### config.mk
export PLATFORM = sky130hd
export DESIGN_NAME = tile_fetch_engine
export DESIGN_NICKNAME = d
export VERILOG_FILES = /design/src/rtl/tile_pkg.sv /design/src/rtl/tile_row_shifter.sv /design/src/rtl/tile_fetch_engine.sv
export SDC_FILE = /design/constraint.sdc
export NUM_CORES = 1
export LEC_CHECK = 0
export BUFFER_PORTS_ARGS = -buffer_cell sky130_fd_sc_hd__buf_2
export CAP_MARGIN = 20
export CELL_PAD_IN_SITES_DETAIL_PLACEMENT = 0
export CELL_PAD_IN_SITES_GLOBAL_PLACEMENT = 1
export CORE_UTILIZATION = 38
export DETAILED_ROUTE_END_ITERATION = 10
export PLACE_DENSITY_LB_ADDON = 0.12
export SLEW_MARGIN = 0
export SYNTH_ARGS = -nofsm -noshare
export SYNTH_HDL_FRONTEND = slang
export SYNTH_SLANG_ARGS = --single-unit
### constraint.sdc
create_clock -name clk100 -period 1.95 [get_ports clk100]
set_clock_uncertainty 0.2 [all_clocks]
set_input_delay 0.195 -clock clk100 [delete_from_list [all_inputs] [get_ports clk100]]
set_output_delay 0.195 -clock clk100 [all_outputs]
set_load 0.005 [all_outputs]
### src/rtl/tile_pkg.sv
// Shared types and constants for the background tile fetcher: FSM states, char-word fields,
// SRAM wait count and FIFO entry packing.
package tile_pkg;

    typedef enum logic [2:0] {
        StIdle,
        StMapWait,
        StMapRd,
        StTileWait,
        StTileRd,
        StPush,
        StDone
    } state_e;

    localparam int unsigned TILE_ID_LSB = 0;
    localparam int unsigned TILE_ID_MSB = 8;
    localparam int unsigned HFLIP_BIT   = 9;
    localparam int unsigned VFLIP_BIT   = 10;
    localparam int unsigned PAL_LSB     = 12;
    localparam int unsigned PAL_MSB     = 15;

    // Cycles an SRAM address is held before ram_din is valid for capture.
    localparam int unsigned SRAM_WAIT_CYCLES = 1;

    function automatic logic [15:0] pack_fifo_data(input logic [3:0] pal, input logic [3:0] pix);
        return {8'h00, pal, pix};
    endfunction

endpackage

### src/rtl/tile_row_shifter.sv
// Holds one tile row (WPR pattern words, word 0 most significant) and presents pixel px,
// MSB first. Under TILE_FLIP_EN the hflip input reverses the 8-pixel order.
module tile_row_shifter
    import tile_pkg::*;
#(
    parameter int unsigned BPP = 4
) (
    input  logic        clk100,
    input  logic        reset,
    input  logic        load_i,
    input  logic        word_sel_i,
    input  logic [15:0] din_i,
    input  logic        hflip_i,
    input  logic [2:0]  px_i,
    output logic [3:0]  pix_o
);

    localparam int unsigned WPR   = BPP / 2;
    localparam int unsigned ROW_W = 16 * WPR;

    logic [ROW_W-1:0] row_q, row_d, row_load, row_shift;
    logic [2:0]       px_sel;

    if (WPR == 1) begin : g_one_word
        always_comb row_load = din_i;
    end else begin : g_two_words
        always_comb row_load = word_sel_i ? {row_q[ROW_W-1 -: 16], din_i} : {din_i, row_q[15:0]};
    end

    assign row_d = load_i ? row_load : row_q;

    always_ff @(posedge clk100) begin
        if (reset) begin
            row_q <= '0;
        end else begin
            row_q <= row_d;
        end
    end

`ifdef TILE_FLIP_EN
    assign px_sel = hflip_i ? ~px_i : px_i;
`else
    assign px_sel = px_i;
    logic unused_hflip;
    assign unused_hflip = hflip_i;
`endif

    logic unused_word_sel;
    assign unused_word_sel = word_sel_i;

    always_comb begin
        row_shift = row_q << (32'(px_sel) * BPP);
        pix_o     = 4'(row_shift[ROW_W-1 -: BPP]);
    end

endmodule

### src/rtl/tile_fetch_engine.sv
// Background line fetcher: walks one character-map row, fetches each tile's pattern words and
// pushes one FIFO entry per pixel. Define TILE_FLIP_EN to honour char bits 9/10 as h/v flip.
module tile_fetch_engine
    import tile_pkg::*;
#(
    parameter int unsigned BPP            = 4,
    parameter int unsigned TILES_PER_LINE = 100,
    parameter int unsigned TILE_ROWS      = 8,
    parameter int unsigned MAP_STRIDE     = 128,
    parameter logic [17:0] MAP_BASE       = 18'h00000,
    parameter logic [17:0] TILE_BASE      = 18'h20000
) (
    input  logic        clk100,
    input  logic        reset,
    input  logic        start,
    input  logic [9:0]  vpos,
    output logic        busy,
    output logic        line_done,
    output logic [17:0] ram_addr,
    input  logic [15:0] ram_din,
    output logic        ram_ce,
    output logic        ram_oe,
    output logic        ram_we,
    output logic        ram_lb,
    output logic        ram_hb,
    output logic [15:0] fifo_data,
    output logic        fifo_wrreq,
    input  logic        fifo_full
);

    localparam int unsigned WPR   = BPP / 2;
    localparam int unsigned COL_W = (TILES_PER_LINE > 1) ? $clog2(TILES_PER_LINE) : 1;

    state_e           state_q, state_d;
    logic [9:0]       vpos_q, vpos_d;
    logic [COL_W-1:0] col_q, col_d;
    logic             word_q, word_d;
    logic [2:0]       px_q, px_d;
    logic [15:0]      char_q, char_d;
    logic [17:0]      addr_q, addr_d;
    logic [1:0]       wait_q, wait_d;

    logic             wait_last, last_col, last_word;
    logic [9:0]       map_vpos;
    logic [COL_W-1:0] map_col;
    logic [17:0]      map_addr, tile_addr;
    logic [15:0]      tile_char;
    logic             tile_word;
    logic [31:0]      row_term;
    logic [3:0]       pix;

    assign wait_last = (wait_q == 2'(SRAM_WAIT_CYCLES - 1));
    assign last_col  = (col_q == COL_W'(TILES_PER_LINE - 1));
    assign last_word = (32'(word_q) == WPR - 1);

    // In IDLE the address targets column 0 of the incoming vpos; later it targets the next column.
    always_comb begin
        map_vpos = (state_q == StIdle) ? vpos : vpos_q;
        map_col  = (state_q == StIdle) ? '0 : col_q + 1'b1;
        map_addr = 18'(32'(MAP_BASE) + (32'(map_vpos) / TILE_ROWS) * MAP_STRIDE + 32'(map_col));

        tile_char = (state_q == StMapRd) ? ram_din : char_q;
        tile_word = (state_q == StMapRd) ? 1'b0 : word_q + 1'b1;
        row_term  = 32'(vpos_q) % TILE_ROWS;
`ifdef TILE_FLIP_EN
        if (tile_char[VFLIP_BIT]) begin
            row_term = TILE_ROWS - 1 - row_term;
        end
`endif
        tile_addr = 18'(32'(TILE_BASE) + 32'(tile_char[TILE_ID_MSB:TILE_ID_LSB]) * TILE_ROWS * WPR
                        + row_term * WPR + 32'(tile_word));
    end

    logic unused_char_bits;
    assign unused_char_bits = ^tile_char[15:9];

    always_comb begin
        state_d = state_q;
        vpos_d  = vpos_q;
        col_d   = col_q;
        word_d  = word_q;
        px_d    = px_q;
        char_d  = char_q;
        addr_d  = addr_q;
        wait_d  = '0;
        unique case (state_q)
            StIdle: begin
                if (start) begin
                    vpos_d  = vpos;
                    col_d   = '0;
                    addr_d  = map_addr;
                    state_d = StMapWait;
                end
            end
            StMapWait: begin
                if (wait_last) state_d = StMapRd;
                else           wait_d  = wait_q + 1'b1;
            end
            StMapRd: begin
                char_d  = ram_din;
                word_d  = 1'b0;
                addr_d  = tile_addr;
                state_d = StTileWait;
            end
            StTileWait: begin
                if (wait_last) state_d = StTileRd;
                else           wait_d  = wait_q + 1'b1;
            end
            StTileRd: begin
                if (!last_word) begin
                    word_d  = word_q + 1'b1;
                    addr_d  = tile_addr;
                    state_d = StTileWait;
                end else begin
                    px_d    = '0;
                    state_d = StPush;
                end
            end
            StPush: begin
                if (!fifo_full) begin
                    if (px_q == 3'd7) begin
                        if (last_col) begin
                            state_d = StDone;
                        end else begin
                            col_d   = col_q + 1'b1;
                            addr_d  = map_addr;
                            state_d = StMapWait;
                        end
                    end else begin
                        px_d = px_q + 1'b1;
                    end
                end
            end
            StDone:  state_d = StIdle;
            default: state_d = StIdle;
        endcase
    end

    always_ff @(posedge clk100) begin
        if (reset) begin
            state_q <= StIdle;
            vpos_q  <= '0;
            col_q   <= '0;
            word_q  <= 1'b0;
            px_q    <= '0;
            char_q  <= '0;
            addr_q  <= '0;
            wait_q  <= '0;
        end else begin
            state_q <= state_d;
            vpos_q  <= vpos_d;
            col_q   <= col_d;
            word_q  <= word_d;
            px_q    <= px_d;
            char_q  <= char_d;
            addr_q  <= addr_d;
            wait_q  <= wait_d;
        end
    end

    tile_row_shifter #(
        .BPP (BPP)
    ) u_shifter (
        .clk100     (clk100),
        .reset      (reset),
        .load_i     (state_q == StTileRd),
        .word_sel_i (word_q),
        .din_i      (ram_din),
        .hflip_i    (char_q[HFLIP_BIT]),
        .px_i       (px_q),
        .pix_o      (pix)
    );

    assign busy       = (state_q != StIdle) && (state_q != StDone);
    assign line_done  = (state_q == StDone);
    assign ram_addr   = addr_q;
    assign ram_ce     = busy;
    assign ram_oe     = busy;
    assign ram_we     = 1'b0;
    assign ram_lb     = 1'b1;
    assign ram_hb     = 1'b1;
    assign fifo_wrreq = (state_q == StPush) && !fifo_full;
    assign fifo_data  = (state_q == StPush) ? pack_fifo_data(char_q[PAL_MSB:PAL_LSB], pix) : '0;

endmodule

; Word-level counts from Yosys, hierarchy flattened
; Index checks and enable logic that the tools add are counted.
[word_totals]
in_bits = 30
ff_bits = 92
output_inout_bits = 42
elab_cells = 89
[op_classes]
n_reduce_logical = 19
muxes = 30
n_bitwise = 2
n_eq_ne = 18
shifts = 1
addsub = 8
[op_table]
columns = op, n
row1 = 2-to-1 mux 18 bit, 5
row2 = one-hot mux 18 bit (4 select lines), 1
row3 = 2-to-1 mux 7 bit, 5
row4 = << shifter 32 x 5 -> 32 bit, 1
row5 = 2-to-1 mux 3 bit, 10
row6 = adder 18 x 1 -> 18 bit, 1
row7 = adder 18 x 13 -> 18 bit (first input constant), 1
row8 = adder 18 x 4 -> 18 bit, 1
row9 = inequality test 2 bit (second input constant), 9
row10 = one-hot mux 3 bit (6 select lines), 1
row11 = adder 14 x 7 -> 15 bit, 1
row12 = one-hot mux 7 bit (2 select lines), 1
row13 = == test 3 bit (second input constant), 4
row14 = 2-to-1 mux 10 bit, 1
row15 = AND reduction 5 bit, 2
row16 = 2-to-1 mux 9 bit, 1
row17 = 2-to-1 mux 8 bit, 1
row18 = adder 7 x 1 -> 7 bit (second input constant), 1
row19 = == test 7 bit (second input constant), 1
row20 = == test 3 x 2 -> 1 bit (second input constant), 2
row21 = one-hot mux 3 bit (2 select lines), 1
row22 = AND reduction 2 bit, 3
row23 = AND reduction 6 bit, 1
row24 = nonzero test 2 bit, 3
row25 = 17 further kinds, 20

; Logic depth before layout (Yosys ltp)
; Gate-level depths: netlist of run 1.
[depth]
ltp_word = 7
mapped_depth = 8
mapped_depth_nobuf = 6

; Cells and area by module
; From an unflattened synthesis of run 1, not the netlist that was laid out.
[hier_totals]
cells_unflattened = 505
hier_area_um2 = 4305.4
[by_module_without_submodules]
columns = mod, instances, cells_each, area_per_inst_um2, seq_area_each_um2
row1 = tile_fetch_engine, 1, 349, 2922.8, 1101.1
row2 = tile_row_shifter, 1, 156, 1382.6, 640.6

; Worst setup path before layout of run 1
; OpenSTA, ideal clock, no wires.
[synth_path]
path_type = register -> register
startpoint = register col_q[0]
endpoint = register col_q[2]
path_stages_with_launch = 8
required_time_ns = 1.628
t_arrival_ns = 1.746
path_buffers = 2
path_slack_ns = -0.118
cell_sequence = dfxtp_1 ha_1 buf_6 and2_1 buf_6 a211o_1 and2_4 a221o_1
[synth_between]
elab_chain_len = 5
word_cells_on_any_way = 8
cone_classes = 1 x add/sub / 2 x eq/ne / 4 x mux / 1 x reduce/logical
[synth_rtl]
columns = element, line
row1 = from (decl), tile_fetch_engine.sv:36  ; logic [COL_W-1:0] col_q, col_d;
row2 = from (signal assigned), tile_fetch_engine.sv:152  ; col_q <= col_d;
row3 = adder 7 x 1 -> 7 bit, tile_fetch_engine.sv:125  ; col_d = col_q + 1'b1;
row4 = 2-to-1 mux 7 bit, tile_fetch_engine.sv:122  ; if (last_col) begin
row5 = 2-to-1 mux 7 bit, tile_fetch_engine.sv:121  ; if (px_q == 3'd7) begin
row6 = 2-to-1 mux 7 bit, tile_fetch_engine.sv:120  ; if (!fifo_full) begin
row7 = one-hot mux 7 bit (2 select lines), tile_fetch_engine.sv:86  ; unique case (state_q)
; Parallel ways exist; a longest one is shown, timed or not. The select of a mux whose other input is x is not followed.
; A chain may end at the register's enable or synchronous reset.

; Worst setup path in the final report of run 1
[layout_path]
startpoint = register px_q[1]
endpoint = output fifo_data[0]
[layout_between]
elab_chain_len = 2
[layout_rtl]
columns = element, line
row1 = from (decl), tile_fetch_engine.sv:38  ; logic [2:0] px_q, px_d;
row2 = from (signal assigned), tile_fetch_engine.sv:154  ; px_q <= px_d;
row3 = << shifter 32 x 5 -> 32 bit, tile_row_shifter.sv:52  ; row_shift = row_q << (32'(px_sel) * BPP);
row4 = 2-to-1 mux 8 bit, tile_fetch_engine.sv:183  ; assign fifo_data = (state_q == StPush) ? pack_fifo_data(char_q[PAL_MSB:PAL_LSB], pix) : '0;
row5 = to (decl), tile_fetch_engine.sv:26  ; output logic [15:0] fifo_data,
; Every way passes these cells.

==> impl_metrics.json, run 1 <==
{
  "violations": "setup timing",
  "reg2reg_depth": 8,
  "tritoncts": "done",
  "fill_cells": 1121,
  "synth_area_per_cell_um2": 8.55,
  "die_h_um": 111,
  "wirelength_um": 12400,
  "synth_flop_cell": "dfxtp_1",
  "clockRootBuffer": "clkbuf_16",
  "crit_fanout": 8,
  "worstSetupPathDepth": 5,
  "critPathBufInv": 2,
  "grt_max_degree": 37,
  "hold_viol_final": 0,
  "drive_above_1_share_pct": 27.8,
  "ir_worst_vdd_uv": 490,
  "tightestPinTransition_ps": 568,
  "setup_viol_count_final": 19,
  "start_util_pct": 39.2,
  "postRouteAntennaNets": 0,
  "die_area_um2": 12300,
  "power.switching_uw": 1190,
  "worstHoldPathType": "primary input to register",
  "grt_use_total_pct": 20.8,
  "grt_antenna_before_repair": 0,
  "numPortBuffers": 57,
  "drt_iter0_markers": 182,
  "crit_chain": "buf_8 > mux4_2 > mux2i_2 > nor2_1 > buf_2",
  "drv_slew": 0,
  "rr_endpoint": "ram_addr[13]",
  "synthArstFlopShare_pct": 0,
  "max_stage_delay_ps": 510,
  "htree_num_levels": 3,
  "p_leak_uw": 0.00226,
  "post-dp-hpwl_um": 8660,
  "r2r-start": "px_q[0]",
  "n_antenna_cell": 0,
  "cp_top_family": "multiplexers",
  "layout_min_cycle_time_ps": 2120,
  "overflow": 0,
  "status": "finished, violations left",
  "clock_sinks": 86,
  "yosysTopAreaCell": "dfxtp_1",
  "dr.pass1.iters": 4,
  "register_area_um2": 1740,
  "synth_most_common_cell": "nand2_1",
  "post-route-drc-count": 0,
  "synth_top_area_share_pct": 38.3,
  "clkPwrFrac_pct": 36.3,
  "cp.required_ps": 1550,
  "yosys_warnings": 0,
  "syn-cell-area_um2": 4500,
  "crit_type": "register to primary output",
  "yosys_register_bits": 86,
  "ys_seq_area_share_pct": 38.3,
  "timing.final.crit_share_pct": 108,
  "relSlewSlack_pct": 62.0,
  "routedWlPerCell_um": 15.9,
  "slowest_stage": "mux4_2",
  "grt_pass1_wl_um": 20100,
  "start_kind": "register",
  "ioPinCount": 72,
  "startpoint": "px_q[1]",
  "gp_congestion": 0.826,
  "vias": 4039,
  "crit_arrival_ps": 1720,
  "rows": 39,
  "die_w_um": 111,
  "rsz0062_at_grt": "true",
  "synth_common_cells": "104 x nand2_1, 86 x dfxtp_1, 51 x a21oi_1, 29 x mux2i_1, 29 x nor2_1",
  "clk_latency_ps": 350,
  "nets": 663,
  "worstSetupEndpoint": "fifo_data[0]",
  "syn2layout_area_growth_pct": 29.4,
  "cap_violations": 0,
  "clock_path_buffers": 2,
  "endpoint_kind": "primary output",
  "clock.fmax_ghz": 0.473,
  "fin_setup_tns_ps": -1220,
  "clkTransAtPathRegs_ps": 60,
  "power_density_nw_per_um2": 737,
  "yosysUniqueCellTypes": 63,
  "via_per_inst": 5.21,
  "core_um2": 11500,
  "sw_frac_of_total_pct": 27.8,
  "r2r_slack_ps": -90,
  "cts_buffers": 9,
  "grt_pass1_vias": 3785,
  "seqPwrFrac_pct": 43.8,
  "whs_ps": 56.2,
  "multi_input_area_um2": 2610,
  "synth_edf_count": 0,
  "p_int_uw": 3100,
  "syn_inst": 526,
  "yosys-top-cells-area": "dfxtp_1 38%, nand2_1 8.7%, mux2i_1 6.5%, a21oi_1 5.7%, mux4_2 4.0%",
  "combinationalPowerShare_pct": 19.9,
  "finalWorstSetupSlack_ps": -166
}
cells by family after synthesis:
| family | count (synthesis) | synth area share, % |
|---|---|---|
| other | 2 | 0.167 |
| AOI/OAI and AO/OA | 111 | 16.0 |
| adders and majority gates | 4 | 1.11 |
| buffers and inverters | 66 | 8.60 |
| and+or+nand+nor | 210 | 22.9 |
| muxes | 45 | 12.5 |
| DFF | 86 | 38.3 |
| xor gates and xnor gates | 2 | 0.390 |
state kept, by name, summed over array words and instances (netlist names):
name and flops:
wait_q 2, last_word 1, col_q 7, vpos_q 10
char_q 13, state_q 3, u_shifter.row_q 32, px_q 3
ram_addr 15
area by class of cell:
| class | instances | share of cell area [%] |
|---|---|---|
| timing repair buffer | 136 | 17.2 |
| tap | 143 | 3.08 |
| clock buffer | 10 | 3.94 |
| multi-input combinational | 386 | 44.8 |
| inverter | 10 | 0.645 |
| sequential | 86 | 29.8 |
| clock inverter | 4 | 0.452 |
how the worst min path moves through the flow:
stage               slack (ps)        end       from  depth (start not counted)
floorplan                  130  vpos_q[2]    vpos[2]                          2
global placement           240  vpos_q[0]    vpos[0]                          3
detailed placement         250  vpos_q[9]  vpos_q[9]                          2
CTS                         30    px_q[1]  fifo_full                          4
global route                80    px_q[2]  fifo_full                          4
finish                      60    px_q[1]  fifo_full                          4
metrics by stage:
step	setup WS [ps]	util (%)	power, uW	instances	area (um2)
2_1_floorplan	-45.5	-	2400	538	4570
3_3_place_gp	22.1	44.2	2660	727	5070
3_5_place_dp	-12.4	44.2	2670	727	5070
4_1_cts	-193	50.0	4310	775	5740
5_1_grt	-245	50.7	4490	775	5820
6_report	-166	50.7	4290	775	5820
cells in the final DEF (no fill, tap or decap), types with 4 or more instances in the layout:
| master | n |
|---|---|
| inv_1 | 10 |
| and3_1 | 8 |
| dlygate4sd3_1 | 27 |
| nor2b_1 | 13 |
| mux2i_1 | 28 |
| and4_1 | 4 |
| mux2_2 | 7 |
| o211ai_1 | 7 |
| a21oi_1 | 51 |
| buf_2 | 58 |
| dfxtp_1 | 80 |
| clkbuf_16 | 9 |
| a21o_1 | 4 |
| conb_1 | 14 |
| nand2_1 | 104 |
| mux4_2 | 8 |
| nand3_1 | 19 |
| nor2_1 | 28 |
| buf_4 | 44 |
| o21ai_0 | 11 |
tightest hold or removal path, delay by kind of cell:
| family | cells | cell delay (ps) |
|---|---|---|
| AOI/OAI and AO/OA | 1 | 60 |
| and+or+nand+nor | 2 | 170 |
| buffers and inverters | 1 | 150 |
power by group through the flow:
stage | sequential [uW] | combinational (uW) | clock (uW)
floorplan | 1910 | 490 | 0
global placement | 1910 | 745 | 0
detailed placement | 1910 | 750 | 0
CTS | 1880 | 829 | 1600
global route | 1890 | 927 | 1680
finish | 1880 | 853 | 1560
layer usage:
layer	vias to the layer above	share of wire, %	track usage (%)
met4	0	1.5	5.42
li1	2004	-	-
met1	1929	50	29.4
met2	90	45	31.5
met5	-	0	0
met3	16	3.9	5.30
what timing repair did:
item,4_1_cts,5_1_grt
setup buffers,6,0
hold endpoints to repair,54,0
pin swaps,10,4
cloned,1,0
endpoints found under the setup margin,15,32
hold buffers,27,0
resized for setup,20,16
No activity file was read; power rests on OpenSTA's default activity.
==> inputs of run 2 (changes only) <==
--- a/config.mk
+++ b/config.mk
@@ -11,7 +11,8 @@
 export CELL_PAD_IN_SITES_GLOBAL_PLACEMENT = 1
 export CORE_UTILIZATION = 38
 export DETAILED_ROUTE_END_ITERATION = 10
-export PLACE_DENSITY_LB_ADDON = 0.12
+export MAX_ROUTING_LAYER = met4
+export PLACE_DENSITY = 0.81
 export SLEW_MARGIN = 0
 export SYNTH_ARGS = -nofsm -noshare
 export SYNTH_HDL_FRONTEND = slang
==> impl_metrics.json, run 2 (synthesis results as in run 1) <==
{
  "p_leak_uw": 0.00232,
  "crit_arrival_ps": 1680,
  "pre_cts_slack_ps": -56.3,
  "clkTransAtPathRegs_ps": 60,
  "overflow": 0,
  "grt_use_total_pct": 20.7,
  "postRouteAntennaNets": 0,
  "timing.final.crit_share_pct": 106,
  "drive_above_1_share_pct": 27.9,
  "core_um2": 11500,
  "crit_fanout": 7,
  "crit_type": "register to primary output",
  "rows": 39,
  "die_area_um2": 12300,
  "power_density_nw_per_um2": 765,
  "whs_ps": 42.9,
  "hold_viol_final": 0,
  "via_per_inst": 5.20,
  "cap_violations": 0,
  "finalWorstSetupSlack_ps": -122,
  "fill_cells": 1042,
  "vias": 4075,
  "status": "finished, violations left",
  "post-route-drc-count": 0,
  "nets": 670,
  "setup_viol_count_final": 4,
  "clock.fmax_ghz": 0.483,
  "r2r_slack_ps": 10,
  "relSlewSlack_pct": 67.0,
  "start_kind": "register",
  "syn2layout_area_growth_pct": 30.7,
  "dr.pass1.iters": 4,
  "wirelength_um": 12000,
  "final_cell_mix": "104 x nand2_1, 80 x dfxtp_1, 57 x buf_2",
  "top_register": "u_shifter.row_q",
  "clockRootBuffer": "clkbuf_16",
  "layout_commonest_cell": "nand2_1",
  "routedWlPerCell_um": 15.3,
  "cp.required_ps": 1550,
  "clock_sinks": 86,
  "layout_min_cycle_time_ps": 2070,
  "ioPinCount": 72,
  "htree_num_levels": 3,
  "grt_pass1_vias": 3870,
  "grt_antenna_before_repair": 0,
  "grt_max_degree": 38,
  "start_util_pct": 39.2,
  "ir_worst_vdd_uv": 396,
  "rsz0062_at_grt": "true",
  "clock_path_buffers": 2,
  "clk_latency_ps": 340,
  "worstHoldPathType": "primary input to register",
  "tightestPinTransition_ps": 482,
  "numPortBuffers": 57,
  "endpoint_kind": "primary output",
  "largest_reg_flops": 32,
  "n_antenna_cell": 0,
  "grt_pass1_wl_um": 19900,
  "die_w_um": 111,
  "die_h_um": 111,
  "violations": "setup timing",
  "tritoncts": "done",
  "gp_congestion": 0.831,
  "drv_slew": 0,
  "drt_iter0_markers": 233,
  "post-dp-hpwl_um": 8550,
  "cts_buffers": 9
}
[run 2: cell types whose count changed in the layout (fill, tap and decap cells not counted), sizes merged]
| cell | previous run | this run |
|---|---|---|
| clkbuf | 10 | 12 |
| clkinv | 3 | 2 |
| bufinv | 0 | 1 |
| buf | 109 | 116 |
[run 2: stage by stage]
step                utilization [%]  instance area, um2  power [uW]  setup TNS [ps]  std cells
finish                         51.3                5880        4490            -432        784
floorplan                         -                4570        2400           -66.6        538
detailed placement             44.8                5140        2680           -99.2        732
CTS                            50.6                5800        4510            -497        782
global route                   51.3                5880        4680            -876        784
global placement               44.8                5140        2670               0        732
[run 2: layout make-up]
| class | count | area, um2 | area share, % |
|---|---|---|---|
| clock inverters | 4 | 55.1 | 0.937 |
| multi-input cells | 386 | 2530 | 43.0 |
| flip-flops and latches | 86 | 1740 | 29.5 |
| repair buffers | 143 | 1080 | 18.4 |
| inverters | 10 | 37.5 | 0.639 |
| clock buffers | 12 | 256 | 4.36 |
| well taps | 143 | 179 | 3.04 |
[run 2: critical path, cell delays in order (launching register included)]
cell and delay [ps]:
dfxtp_2 350, buf_8 140, mux4_2 510, mux2i_1 150, nor2_1 60, buf_2 130
[run 2: final timing paths]
check | depth (start not counted) | endpoint | startpoint
worst min register to register | 2 | vpos_q[2] | vpos_q[2]
worst max register to register | 7 | ram_addr[2] | px_q[0]
worst max-delay path | 5 | fifo_data[0] | px_q[1]
worst min-delay path | 3 | col_q[1] | reset
[run 2: per-layer routing]
metal / global-route usage (%) / vias to the layer above / wire (um) / part of all wire [%]
met5: - / - / 0 / 0
met4: 6.40 / 0 / 177 / 1.5
met1: 26.3 / 1943 / 5440 / 45
li1: - / 2019 / - / -
met3: 3.88 / 13 / 560 / 4.7
met2: 33.3 / 100 / 5790 / 48
[run 2: power breakdown]
part	internal, uW	switching, uW	leakage (uW)
Clock	1070	707	0.000149
Sequential	1830	50.1	0.000701
Combinational	418	418	0.00147
[run 2: repair_timing]
action | in CTS | in global routing
buffers inserted | 7 | 2
setup endpoints to repair | 15 | 27
hold endpoints to repair | 55 | 0
gates cloned | 0 | 0
resized for setup | 10 | 12
pin swaps | 1 | 5
hold buffers | 27 | 0
==> inputs of run 3 (changes only) <==
--- a/config.mk
+++ b/config.mk
@@ -6,7 +6,6 @@
 export NUM_CORES = 1
 export LEC_CHECK = 0
 export BUFFER_PORTS_ARGS = -buffer_cell sky130_fd_sc_hd__buf_2
-export CAP_MARGIN = 20
 export CELL_PAD_IN_SITES_DETAIL_PLACEMENT = 0
 export CELL_PAD_IN_SITES_GLOBAL_PLACEMENT = 1
 export CORE_UTILIZATION = 38
@@ -17,3 +16,4 @@
 export SYNTH_ARGS = -nofsm -noshare
 export SYNTH_HDL_FRONTEND = slang
 export SYNTH_SLANG_ARGS = --single-unit
+export TNS_END_PERCENT = 1
==> impl_metrics.json, run 3 (synthesis results as in run 1) <==
{
  "power.total_uw": 4450,
  "grt_use_total_pct": 20.3,
  "clock.fmax_ghz": 0.472,
  "setup_viol_count_final": 5,
  "drive_above_1_share_pct": 28.3,
  "rows": 39,
  "grt_antenna_before_repair": 0,
  "layout_commonest_cell": "nand2_1",
  "postRouteAntennaNets": 0,
  "endpoint_kind": "primary output",
  "cap_violations": 0,
  "worstHoldPathType": "primary input to register",
  "n_antenna_cell": 0,
  "postLayoutCoreUtil_pct": 51.0,
  "grt_pass1_vias": 3884,
  "tightestPinTransition_ps": 661,
  "pre_cts_slack_ps": -39.1,
  "drt_iter0_markers": 225,
  "nets": 665,
  "post-dp-hpwl_um": 8210,
  "max_stage_delay_ps": 500,
  "die_area_um2": 12300,
  "crit_fanout": 7,
  "syn2layout_area_growth_pct": 29.9,
  "die_w_um": 111,
  "slowest_stage": "mux4_2",
  "clock_path_buffers": 2,
  "ir_worst_vdd_uv": 587,
  "stdcell_area_um2": 5840,
  "dr.pass1.iters": 5,
  "tritoncts": "done",
  "vias": 4076,
  "p_leak_uw": 0.00228,
  "grt_pass1_wl_um": 19500,
  "cts_buffers": 9,
  "htree_num_levels": 3,
  "crit_arrival_ps": 1730,
  "via_per_inst": 5.24,
  "clkTransAtPathRegs_ps": 60,
  "top_register": "u_shifter.row_q",
  "grt_max_degree": 61,
  "largest_reg_flops": 32,
  "drv_slew": 0,
  "gp_congestion": 0.814,
  "start_kind": "register",
  "clockRootBuffer": "clkbuf_16",
  "numPortBuffers": 57,
  "clock_sinks": 86,
  "violations": "setup timing",
  "timing.final.crit_share_pct": 109,
  "core_um2": 11500,
  "rsz0062_at_grt": "true",
  "hold_viol_final": 0,
  "fin_setup_tns_ps": -540,
  "layout_min_cycle_time_ps": 2120,
  "routedWlPerCell_um": 15.1,
  "placed_area_um2": 5040,
  "wirelength_um": 11800,
  "ioPinCount": 72,
  "post-route-drc-count": 0,
  "crit_chain": "buf_8 > mux4_2 > mux2i_1 > nor2_1 > buf_2",
  "overflow": 0,
  "final_cell_mix": "102 x nand2_1, 80 x dfxtp_1, 58 x buf_2",
  "relSlewSlack_pct": 55.9,
  "start_util_pct": 39.2,
  "clk_latency_ps": 350,
  "status": "finished, violations left",
  "power_density_nw_per_um2": 761,
  "r2r_slack_ps": 0,
  "finalWorstSetupSlack_ps": -170,
  "die_h_um": 111,
  "cp.required_ps": 1550,
  "crit_type": "register to primary output"
}
[run 3: cell types whose count changed in the layout (fill, tap and decap cells not counted), moves of 2 or more]
cell     change
buf_4        -9
nand2_1      -2
nand2_2      +2
buf_12       -3
dfxtp_4      -2
buf_6        +6
dfxtp_2      +2
[run 3: area by class of cell]
type | count | area (um2)
fillers | 1054 | 5620
multi-input cells | 386 | 2570
flip-flops and latches | 86 | 1730
repair buffers | 138 | 1030
clock buffers | 10 | 239
well taps | 143 | 179
clock inverters | 5 | 58.8
inverters | 10 | 37.5
[run 3: path summary, 6_finish.rpt]
path	end	cells after the start	startpoint
worst max register to register	ram_addr[0]	7	px_q[0]
worst min register to register	vpos_q[2]	2	vpos_q[2]
worst min-delay path	px_q[1]	4	fifo_full
worst max-delay path	fifo_data[3]	5	px_q[0]
[run 3: report_power, final]
part           switching, uW  internal (uW)
Clock                    719           1020
Sequential              42.5           1840
Combinational            423            405
Total                   1180           3260
[run 3: layer usage]
layer	share of wire (%)	vias up	global-route usage, %	routed length [um]
met5	0	-	-	0
met4	1.3	0	6.31	153
met3	4.6	11	4.32	547
met1	47	1942	26.5	5500
met2	47	99	31.3	5580
li1	-	2024	-	-
[run 3: worst max-delay path: cells and delay by family (launching register included)]
family	cells	cell delay, ps
buffers and inverters	2	270
flip-flops	1	350
multiplexers	2	700
AND/OR/NAND/NOR	1	70
[run 3: stage by stage]
step | std cells | hold WS (ps)
after floorplan | 538 | 131
final | 778 | 46.3
after CTS | 776 | 19.5
after detailed placement | 726 | 243
after global routing | 778 | 80.1
after global placement | 726 | 239
[run 3: what timing repair did]
item | CTS | global route
setup buffers | 7 | 2
gates resized for setup | 12 | 25
gates cloned | 1 | 0
pin swaps | 1 | 2
setup endpoints to repair | 25 | 44
hold buffers | 27 | 0
endpoints found under the hold margin | 56 | 0
